## src/rtl/pulse_reporter_pkg.sv

```systemverilog
// Shared types and constants for the pulse reporter: FSM states, ASCII framing
// bytes and the helper that picks each byte of the "DDD\r\n" report.
package pulse_reporter_pkg;

    localparam int CNT_W_DEF = 9;
    localparam int FRAME_LEN = 5;

    localparam logic [7:0] ASCII_0  = 8'h30;
    localparam logic [7:0] ASCII_CR = 8'h0D;
    localparam logic [7:0] ASCII_LF = 8'h0A;

    typedef enum logic [1:0] {
        ST_IDLE,
        ST_CONVERT,
        ST_WAIT_TICK,
        ST_SEND
    } state_t;

    function automatic logic [7:0] frame_byte(
        input logic [2:0] idx,
        input logic [3:0] hun,
        input logic [3:0] ten,
        input logic [3:0] unit
    );
        logic [7:0] b;
        case (idx)
            3'd0:    b = ASCII_0 + {4'd0, hun};
            3'd1:    b = ASCII_0 + {4'd0, ten};
            3'd2:    b = ASCII_0 + {4'd0, unit};
            3'd3:    b = ASCII_CR;
            default: b = ASCII_LF;
        endcase
        return b;
    endfunction

endpackage

```

## src/rtl/uart_tx_byte.sv

```systemverilog
// 8N1 byte serializer paced by the shared tick; a start presented with the tick
// that ends a stop bit chains the next byte with no idle gap.
module uart_tx_byte (
    input  logic       sysclk,
    input  logic       rst_n,
    input  logic       tick,
    input  logic       start,
    input  logic [7:0] data,
    output logic       tx,
    output logic       done
);

    logic       active_q, active_d;
    logic [3:0] bit_q, bit_d;
    logic [7:0] shift_q, shift_d;
    logic       tx_q, tx_d;

    // bit_q: 0 = start bit, 1..8 = data bits, 9 = stop bit
    always_comb begin
        active_d = active_q;
        bit_d    = bit_q;
        shift_d  = shift_q;
        tx_d     = tx_q;
        done     = 1'b0;
        if (tick) begin
            if (active_q && bit_q != 4'd9) begin
                bit_d = bit_q + 4'd1;
                if (bit_q == 4'd8) begin
                    tx_d = 1'b1;
                end else begin
                    tx_d    = shift_q[0];
                    shift_d = {1'b0, shift_q[7:1]};
                end
            end else begin
                done = active_q;
                if (start) begin
                    active_d = 1'b1;
                    bit_d    = 4'd0;
                    shift_d  = data;
                    tx_d     = 1'b0;
                end else begin
                    active_d = 1'b0;
                    tx_d     = 1'b1;
                end
            end
        end
    end

    always_ff @(posedge sysclk or negedge rst_n) begin
        if (!rst_n) begin
            active_q <= 1'b0;
            bit_q    <= '0;
            shift_q  <= '0;
            tx_q     <= 1'b1;
        end else begin
            active_q <= active_d;
            bit_q    <= bit_d;
            shift_q  <= shift_d;
            tx_q     <= tx_d;
        end
    end

    assign tx = tx_q;

endmodule

```

## src/rtl/pulse_reporter.sv

```systemverilog
// Measures the length of each input pulse in ticks and reports it over UART as
// three ASCII decimal digits followed by CR LF.
module pulse_reporter
    import pulse_reporter_pkg::*;
#(
    parameter int CNT_W = CNT_W_DEF
) (
    input  logic sysclk,
    input  logic rst_n,
    input  logic tick,
    input  logic pulse_in,
    input  logic ovr_clr,
    output logic tx,
    output logic busy,
    output logic overrun
);

    localparam int              CONV_W  = $clog2(CNT_W + 1);
    localparam logic [CNT_W-1:0] CNT_MAX = '1;

    logic              sync1_q, sync1_d, sync2_q, sync2_d, prev_q, prev_d;
    logic [1:0]        fill_q, fill_d;
    logic              armed_q, armed_d, meas_q, meas_d;
    logic [CNT_W-1:0]  cnt_q, cnt_d, cap_q, cap_d;
    logic [11:0]       bcd_q, bcd_d, bcd_adj;
    logic [CONV_W-1:0] conv_q, conv_d;
    logic [2:0]        byte_q, byte_d, byte_sel;
    logic              ovr_q, ovr_d;
    state_t            state_q, state_d;
    logic              rise, fall, ser_start, ser_tx, ser_done;
    logic [7:0]        ser_data;

    // armed_q only rises once a genuine low has been sampled after reset, so a
    // pulse already high at reset release is never measured.
    assign rise = armed_q & sync2_q & ~prev_q;
    assign fall = meas_q & prev_q & ~sync2_q;

    always_comb begin
        sync1_d = pulse_in;
        sync2_d = sync1_q;
        prev_d  = sync2_q;
        fill_d  = {fill_q[0], 1'b1};
        armed_d = armed_q | (fill_q[1] & ~sync2_q);
        meas_d  = meas_q;
        cnt_d   = cnt_q;
        if (rise) begin
            meas_d = 1'b1;
            cnt_d  = '0;
        end else begin
            if (fall)
                meas_d = 1'b0;
            if (meas_q && sync2_q && tick && cnt_q != CNT_MAX)
                cnt_d = cnt_q + 1'b1;
        end
    end

    always_comb begin
        ovr_d = ovr_q;
        if (fall && state_q != ST_IDLE)
            ovr_d = 1'b1;
        else if (ovr_clr)
            ovr_d = 1'b0;
    end

    for (genvar gi = 0; gi < 3; gi++) begin : g_adj
        assign bcd_adj[gi*4 +: 4] = (bcd_q[gi*4 +: 4] >= 4'd5) ?
                                    bcd_q[gi*4 +: 4] + 4'd3 : bcd_q[gi*4 +: 4];
    end

    // While sending, the byte to load next is the one after the current index.
    assign byte_sel = (state_q == ST_SEND) ? byte_q + 3'd1 : byte_q;
    assign ser_data = frame_byte(byte_sel, bcd_q[11:8], bcd_q[7:4], bcd_q[3:0]);

    always_comb begin
        state_d   = state_q;
        cap_d     = cap_q;
        bcd_d     = bcd_q;
        conv_d    = conv_q;
        byte_d    = byte_q;
        ser_start = 1'b0;
        case (state_q)
            ST_IDLE: begin
                if (fall) begin
                    cap_d   = cnt_q;
                    bcd_d   = '0;
                    conv_d  = '0;
                    byte_d  = '0;
                    state_d = ST_CONVERT;
                end
            end
            ST_CONVERT: begin
                bcd_d  = {bcd_adj[10:0], cap_q[CNT_W-1]};
                cap_d  = {cap_q[CNT_W-2:0], 1'b0};
                conv_d = conv_q + 1'b1;
                if (conv_q == CONV_W'(CNT_W - 1))
                    state_d = ST_WAIT_TICK;
            end
            ST_WAIT_TICK: begin
                if (tick) begin
                    ser_start = 1'b1;
                    state_d   = ST_SEND;
                end
            end
            ST_SEND: begin
                if (ser_done) begin
                    if (byte_q == 3'(FRAME_LEN - 1)) begin
                        state_d = ST_IDLE;
                    end else begin
                        byte_d    = byte_q + 3'd1;
                        ser_start = 1'b1;
                    end
                end
            end
            default: state_d = ST_IDLE;
        endcase
    end

    always_ff @(posedge sysclk or negedge rst_n) begin
        if (!rst_n) begin
            sync1_q <= 1'b0;
            sync2_q <= 1'b0;
            prev_q  <= 1'b0;
            fill_q  <= '0;
            armed_q <= 1'b0;
            meas_q  <= 1'b0;
            cnt_q   <= '0;
            cap_q   <= '0;
            bcd_q   <= '0;
            conv_q  <= '0;
            byte_q  <= '0;
            ovr_q   <= 1'b0;
            state_q <= ST_IDLE;
        end else begin
            sync1_q <= sync1_d;
            sync2_q <= sync2_d;
            prev_q  <= prev_d;
            fill_q  <= fill_d;
            armed_q <= armed_d;
            meas_q  <= meas_d;
            cnt_q   <= cnt_d;
            cap_q   <= cap_d;
            bcd_q   <= bcd_d;
            conv_q  <= conv_d;
            byte_q  <= byte_d;
            ovr_q   <= ovr_d;
            state_q <= state_d;
        end
    end

    uart_tx_byte u_tx (
        .sysclk (sysclk),
        .rst_n  (rst_n),
        .tick   (tick),
        .start  (ser_start),
        .data   (ser_data),
        .tx     (ser_tx),
        .done   (ser_done)
    );

    assign tx      = (state_q == ST_SEND) ? ser_tx : 1'b1;
    assign busy    = (state_q != ST_IDLE);
    assign overrun = ovr_q;

endmodule

```

## config.mk

```make
export PLATFORM = sky130hd
export DESIGN_NAME = pulse_reporter
export DESIGN_NICKNAME = d
export VERILOG_FILES = /design/src/rtl/pulse_reporter_pkg.sv /design/src/rtl/uart_tx_byte.sv /design/src/rtl/pulse_reporter.sv
export SDC_FILE = /design/constraint.sdc
export NUM_CORES = 1
export LEC_CHECK = 0
export BUFFER_PORTS_ARGS = -buffer_cell sky130_fd_sc_hd__buf_2
export CAP_MARGIN = 20
export CORE_ASPECT_RATIO = 1.4
export CORE_MARGIN = 2
export CORE_UTILIZATION = 40
export CTS_CLUSTER_DIAMETER = 120
export DETAILED_ROUTE_END_ITERATION = 8
export GPL_ROUTABILITY_DRIVEN = 0
export PLACE_DENSITY_LB_ADDON = 0.1
export SETUP_SLACK_MARGIN = 0.02
export SLEW_MARGIN = 20
export SYNTH_ARGS = -nofsm -noshare
export SYNTH_HDL_FRONTEND = slang
export SYNTH_SLANG_ARGS = --single-unit
```

## constraint.sdc

```tcl
create_clock -name sysclk -period 4.2 [get_ports sysclk]
set_clock_uncertainty 0.2 [all_clocks]
set_input_delay 0.84 -clock sysclk [delete_from_list [all_inputs] [get_ports sysclk]]
set_output_delay 0.84 -clock sysclk [all_outputs]
set_load 0.02 [all_outputs]
```

# After elaboration in Yosys (flattened, before gate mapping)
# Index checks and enable logic that the tools add are counted.
[totals] latch_bits=0 inputBits=5 n_memories=0 ff_bits=61 rom_bits=0 ramBits=0 out_inout_bits=3
[classes] bitwise_logic=9 multipliers=0 n_mux=43 add_sub_neg=10 div_mod_pow=0 n_shift=0 reduce_logical=20 eq_ne=18 magnitude_cmp=3
[ops] cell="$pmux 7 s4" n=1
[ops] cell="$mux 9" n=3
[ops] cell="$mux 8" n=3
[ops] cell="$pmux 12 s2" n=1
[ops] cell="$add 6x4->7 const A" n=3
[ops] cell="$mux 4" n=5
[ops] cell="$pmux 9 s2" n=1
[ops] cell="$mux 3" n=5
[ops] cell="$mux 1" n=14
[ops] cell="$reduce_bool 2->1" n=7
[ops] cell="$ge 4x3->1 const B" n=3
[ops] cell="$mux 12" n=1
[ops] cell="$ne 2x2->1 const B" n=6
[ops] cell="$mux 2" n=5
[ops] cell="$add 9x1->9 const B" n=1
[ops] cell="$ne 9x9->1 const B" n=1
[ops] cell="$add 4x1->4 const B" n=2
[ops] cell="$add 4x2->4 const B" n=2
[ops] cell="$eq 4x4->1 const B" n=2
[ops] cell="$pmux 2 s4" n=1
[ops] cell="$pmux 4 s2" n=1
[ops] cell="$eq 3x2->1 const B" n=2
[ops] cell="$pmux 3 s2" n=1
[ops] cell="$reduce_and 2->1" n=3
[ops] cell="other kinds (18)" n=29

# Logic depth before layout (Yosys ltp)
[depth] depth_word=8 depth_mapped=8 depth_no_buf=8

# Cells and area by module
# A second synthesis with hierarchy kept.
[unflattened] hier_cells=344 area_unflattened_um2=3385.7
[by_module_without_submodules] mod="pulse_reporter" cells_each=271 area_per_inst_um2=2653.8 instances=1 seq_area_each_um2=1176.1
[by_module_without_submodules] mod="uart_tx_byte" cells_each=73 area_per_inst_um2=732.0 instances=1 seq_area_each_um2=351.6

# Worst setup path before layout
# Ideal clock, no wire load.
[synth_path] path_type="input to register" from="input port tick" to="register state_q[1]" arrival_time_ns=1.762 setup_time_ns=0.125 required_ns=3.875 path_stages=5 slack_ns=2.113 cell_sequence="buf_2 inv_1 o31ai_1 nand4_1 mux2_2"
[synth_via] elab_chain_len=3
[synth_lines] element="start: declaration" line="pulse_reporter.sv:10" rtl="input logic tick,"
[synth_lines] element="$mux 1" line="uart_tx_byte.sv:25" rtl="if (tick) begin"
[synth_lines] element="$ne 2x2->1 (no line)"
[synth_lines] element="$reduce_and 5->1 (no line) *"
[synth_lines] element="end signal: assignment" line="pulse_reporter.sv:146" rtl="state_q <= state_d;"
[synth_lines] element="end: declaration" line="pulse_reporter.sv:29" rtl="state_t state_q, state_d;"
# Every way passes the cells marked *; elsewhere a longest branch is shown, timed or not.
# A chain may end at the register's enable or synchronous reset.

# Worst setup path after layout
[layout_path] from="register state_q[0]" to="output port busy"
[layout_via] elab_chain_len=1
[layout_lines] element="$reduce_bool 2->1" line="pulse_reporter.sv:161" rtl="assign busy = (state_q != ST_IDLE);"
[layout_lines] element="end: declaration" line="pulse_reporter.sv:14" rtl="output logic busy,"
# Every way passes these cells.

==> impl_metrics.env <==
export IMPL_power_density_nw_per_um2=619
export IMPL_ys_warn_count=0
export IMPL_die_area_um2=9320
export IMPL_nNetsFinal=367
export IMPL_cts_tree="done"
export IMPL_netlist_area_um2=3420
export IMPL_cp_start_kind="flip-flop"
export IMPL_rsz0062_at_grt="no"
export IMPL_antenna_violating_nets_post_route=0
export IMPL_ios=8
export IMPL_min_to="prev_d"
export IMPL_grt_ovfl_total=0
export IMPL_vdd_drop_max_uv=251
export IMPL_maxSlewHeadroom_pct=32.9
export IMPL_endpoint_kind="output pin"
export IMPL_layout_commonest_cell="dfrtp_1"
export IMPL_coreArea_um2=8250
export IMPL_cap_viol_max_count=0
export IMPL_drc_errors=0
export IMPL_hold_path_startpoint="sync1_q"
export IMPL_fillers=769
export IMPL_r2r_cells=5
export IMPL_wl_per_cell_um=16.2
export IMPL_cts_max_level=3
export IMPL_area_growth_pct=12.1
export IMPL_status="finished clean"
export IMPL_cp_required_ns=3.16
export IMPL_syn_instance_count=334
export IMPL_grt_pass1_vias=2635
export IMPL_min_path_type="flip-flop to flip-flop"
export IMPL_clock_latency_ns=0.33
export IMPL_reg2reg_slack_ns=1.67
export IMPL_critPathSlowestCell="ha_1"
export IMPL_path_clk_slew_ns=0.05
export IMPL_antenna_found_initial=0
export IMPL_firstDrtPassIters=4
export IMPL_cts_sinks=59
export IMPL_slew_violations=0
export IMPL_finalSetupViolCount=0
export IMPL_arrival_ns=1.78
export IMPL_synth_edf_count=0
export IMPL_period_minus_slack_ns=2.82
export IMPL_fin_crit_sh_pct=67.2
export IMPL_vias=2445
export IMPL_grt_usage_pct=18.1
export IMPL_dp_hpwl_um=5150
export IMPL_drive_gt1_share_pct=12.8
export IMPL_synth_top_area_cell="dfrtp_1"
export IMPL_synth_ff_type="dfrtp_1"
export IMPL_tightestPinTransition_ns=1.01
export IMPL_async_flop_share_pct=100
export IMPL_syn_avg_cell_area_um2=10.2
export IMPL_cts_repair_resized=0
export IMPL_grt_start_max_net_pins=37
export IMPL_antenna_cells=0
export IMPL_cts_buffer_depth=2
export IMPL_ctsRootBufferMaster="clkbuf_16"
export IMPL_initial_utilization_pct=41.5
export IMPL_synth_area_leaders="dfrtp_1 (42%), ha_1 (8.0%), mux2i_1 (5.0%)"
export IMPL_reg2reg_to="state_q[1]"
export IMPL_ys_ff_latch=59
export IMPL_hold_depth=0
export IMPL_port_buffers=7
export IMPL_synth_top_cell_area_share_pct=42.4
export IMPL_cp_max_fo=9
export IMPL_row_count=39
export IMPL_cts_hold_buffers=0
export IMPL_drt_wl_total_um=7230
export IMPL_fmaxAchievable_ghz=0.354
export IMPL_critPathKind="flip-flop to output pin"
export IMPL_cts_setup_buffers=0
export IMPL_drtIter0Drc=100
export IMPL_ys_types=61
export IMPL_grt_pass1_wl_um=12800
export IMPL_slowest_delay_ns=0.43
export IMPL_fp_dieW_um=82.2
export IMPL_r2r_start="state_q[1]"
export IMPL_hold_viol=0
export IMPL_tritoncts_num_buffers=9
export IMPL_crit_top_cell="inv_1"
export IMPL_die_h_um=113
export IMPL_leakagePower_nw=1.75
export IMPL_layout_common_cells="dfrtp_1 (58), nand2_1 (29), o21ai_0 (26)"
export IMPL_synth_seq_area_share_pct=43.2
export IMPL_syn_nets=361
export IMPL_total_power_w=0.00237
export IMPL_fin_setup_tns_ns=0
export IMPL_vias_per_cell=5.47
export IMPL_path_cells="inv_1 -> ha_1 -> inv_1 -> buf_2"
## state kept, by name, indices dropped and copies added, names as in the netlist, 2 cells and up
| signal | count |
|---|---|
| conv_q | 4 |
| byte_q | 3 |
| u_tx.shift_q | 6 |
| fill_q | 2 |
| u_tx.bit_q | 4 |
| cap_q | 9 |
| state_q | 2 |
| bcd_q | 12 |
| cnt_q | 9 |
## synthesized netlist by cell type (2+ instances only)
library cell	n
a211oi_1	2
a21o_1	4
a21oi_1	10
a22o_1	17
a22oi_1	2
a31oi_1	2
and2_1	2
and3b_1	2
buf_2	10
buf_6	2
clkbuf_1	2
dfrtp_1	58
ha_1	22
inv_1	24
mux2_2	5
mux2i_1	17
nand2_1	29
nand2b_1	4
nand3_1	5
nand3b_1	4
nand4_1	5
nor2_1	19
nor3_1	5
o211a_1	2
o211ai_1	4
o21ai_0	26
o21ai_2	3
o221ai_1	2
o22ai_1	2
o31ai_1	3
or3_1	2
xnor2_1	7
xor2_1	3
## metrics by stage
| stage | util [%] | worst slack [ns] | instance area, µm² | hold slack (ns) | std cells |
|---|---|---|---|---|---|
| final | 46.5 | 1.38 | 3840 | 0.148 | 447 |
| after global routing | 46.5 | 1.27 | 3840 | 0.152 | 447 |
| after CTS | 46.5 | 1.35 | 3840 | 0.150 | 447 |
| after detailed placement | 42.7 | 1.62 | 3520 | 0.138 | 431 |
| after global placement | 42.7 | 1.66 | 3520 | 0.136 | 431 |
| after floorplan | - | 2.11 | 3420 | 0.131 | 334 |
## cell type report
type                    count  area, µm²  share of cell area [%]
multi-input cells         237       1780                    46.3
flip-flops and latches     59       1480                    38.5
clock buffers              12        267                    6.94
clock inverters             4       47.5                    1.24
repair buffers              9       50.0                    1.30
inverters                  24       90.1                    2.35
well taps                 102        128                    3.33
## how the worst max path moves through the flow
stage	start	end	slack, ns
2_1_floorplan	tick	state_q[1]	2.11
3_3_place_gp	state_q[1]	state_q[1]	1.66
3_5_place_dp	tick	u_tx.shift_q[4]	1.62
4_1_cts	state_q[0]	busy	1.35
5_1_grt	state_q[0]	busy	1.27
6_report	state_q[0]	busy	1.38
## where the power goes
| group | switching, W | internal, W | total, W | leakage [nW] |
|---|---|---|---|---|
| Sequential | 0.0000998 | 0.000670 | 0.000770 | 0.764 |
| Combinational | 0.000503 | 0.000325 | 0.000829 | 0.826 |
| Clock | 0.000270 | 0.000505 | 0.000776 | 0.155 |
| Total | 0.000874 | 0.00150 | 0.00237 | 1.75 |
## layer usage
layer	GRT usage, %	wire length [µm]	part of all wire [%]
met1	22.6	3130	43
met2	29.2	3640	50
met3	3.88	222	3.1
met4	8.67	226	3.1
met5	0	0	0
## worst max-delay path, delay by kind of cell, from the launching register on
| family | cells | cell delay, ns |
|---|---|---|
| buf+inv | 3 | 0.61 |
| fa+ha+maj | 1 | 0.43 |
| flops | 1 | 0.41 |
## logic make-up after synthesis
logic type / after synthesis / synth area share [%]
other cells: 1 / 0.110
fa+ha+maj: 22 / 8.04
xor+xnor: 10 / 2.56
compound gates: 96 / 21.3
flops: 59 / 43.2
mux: 24 / 7.71
simple gates: 84 / 12.1
buf+inv: 38 / 4.97
Note: power is estimated with default switching activity, not from simulation.
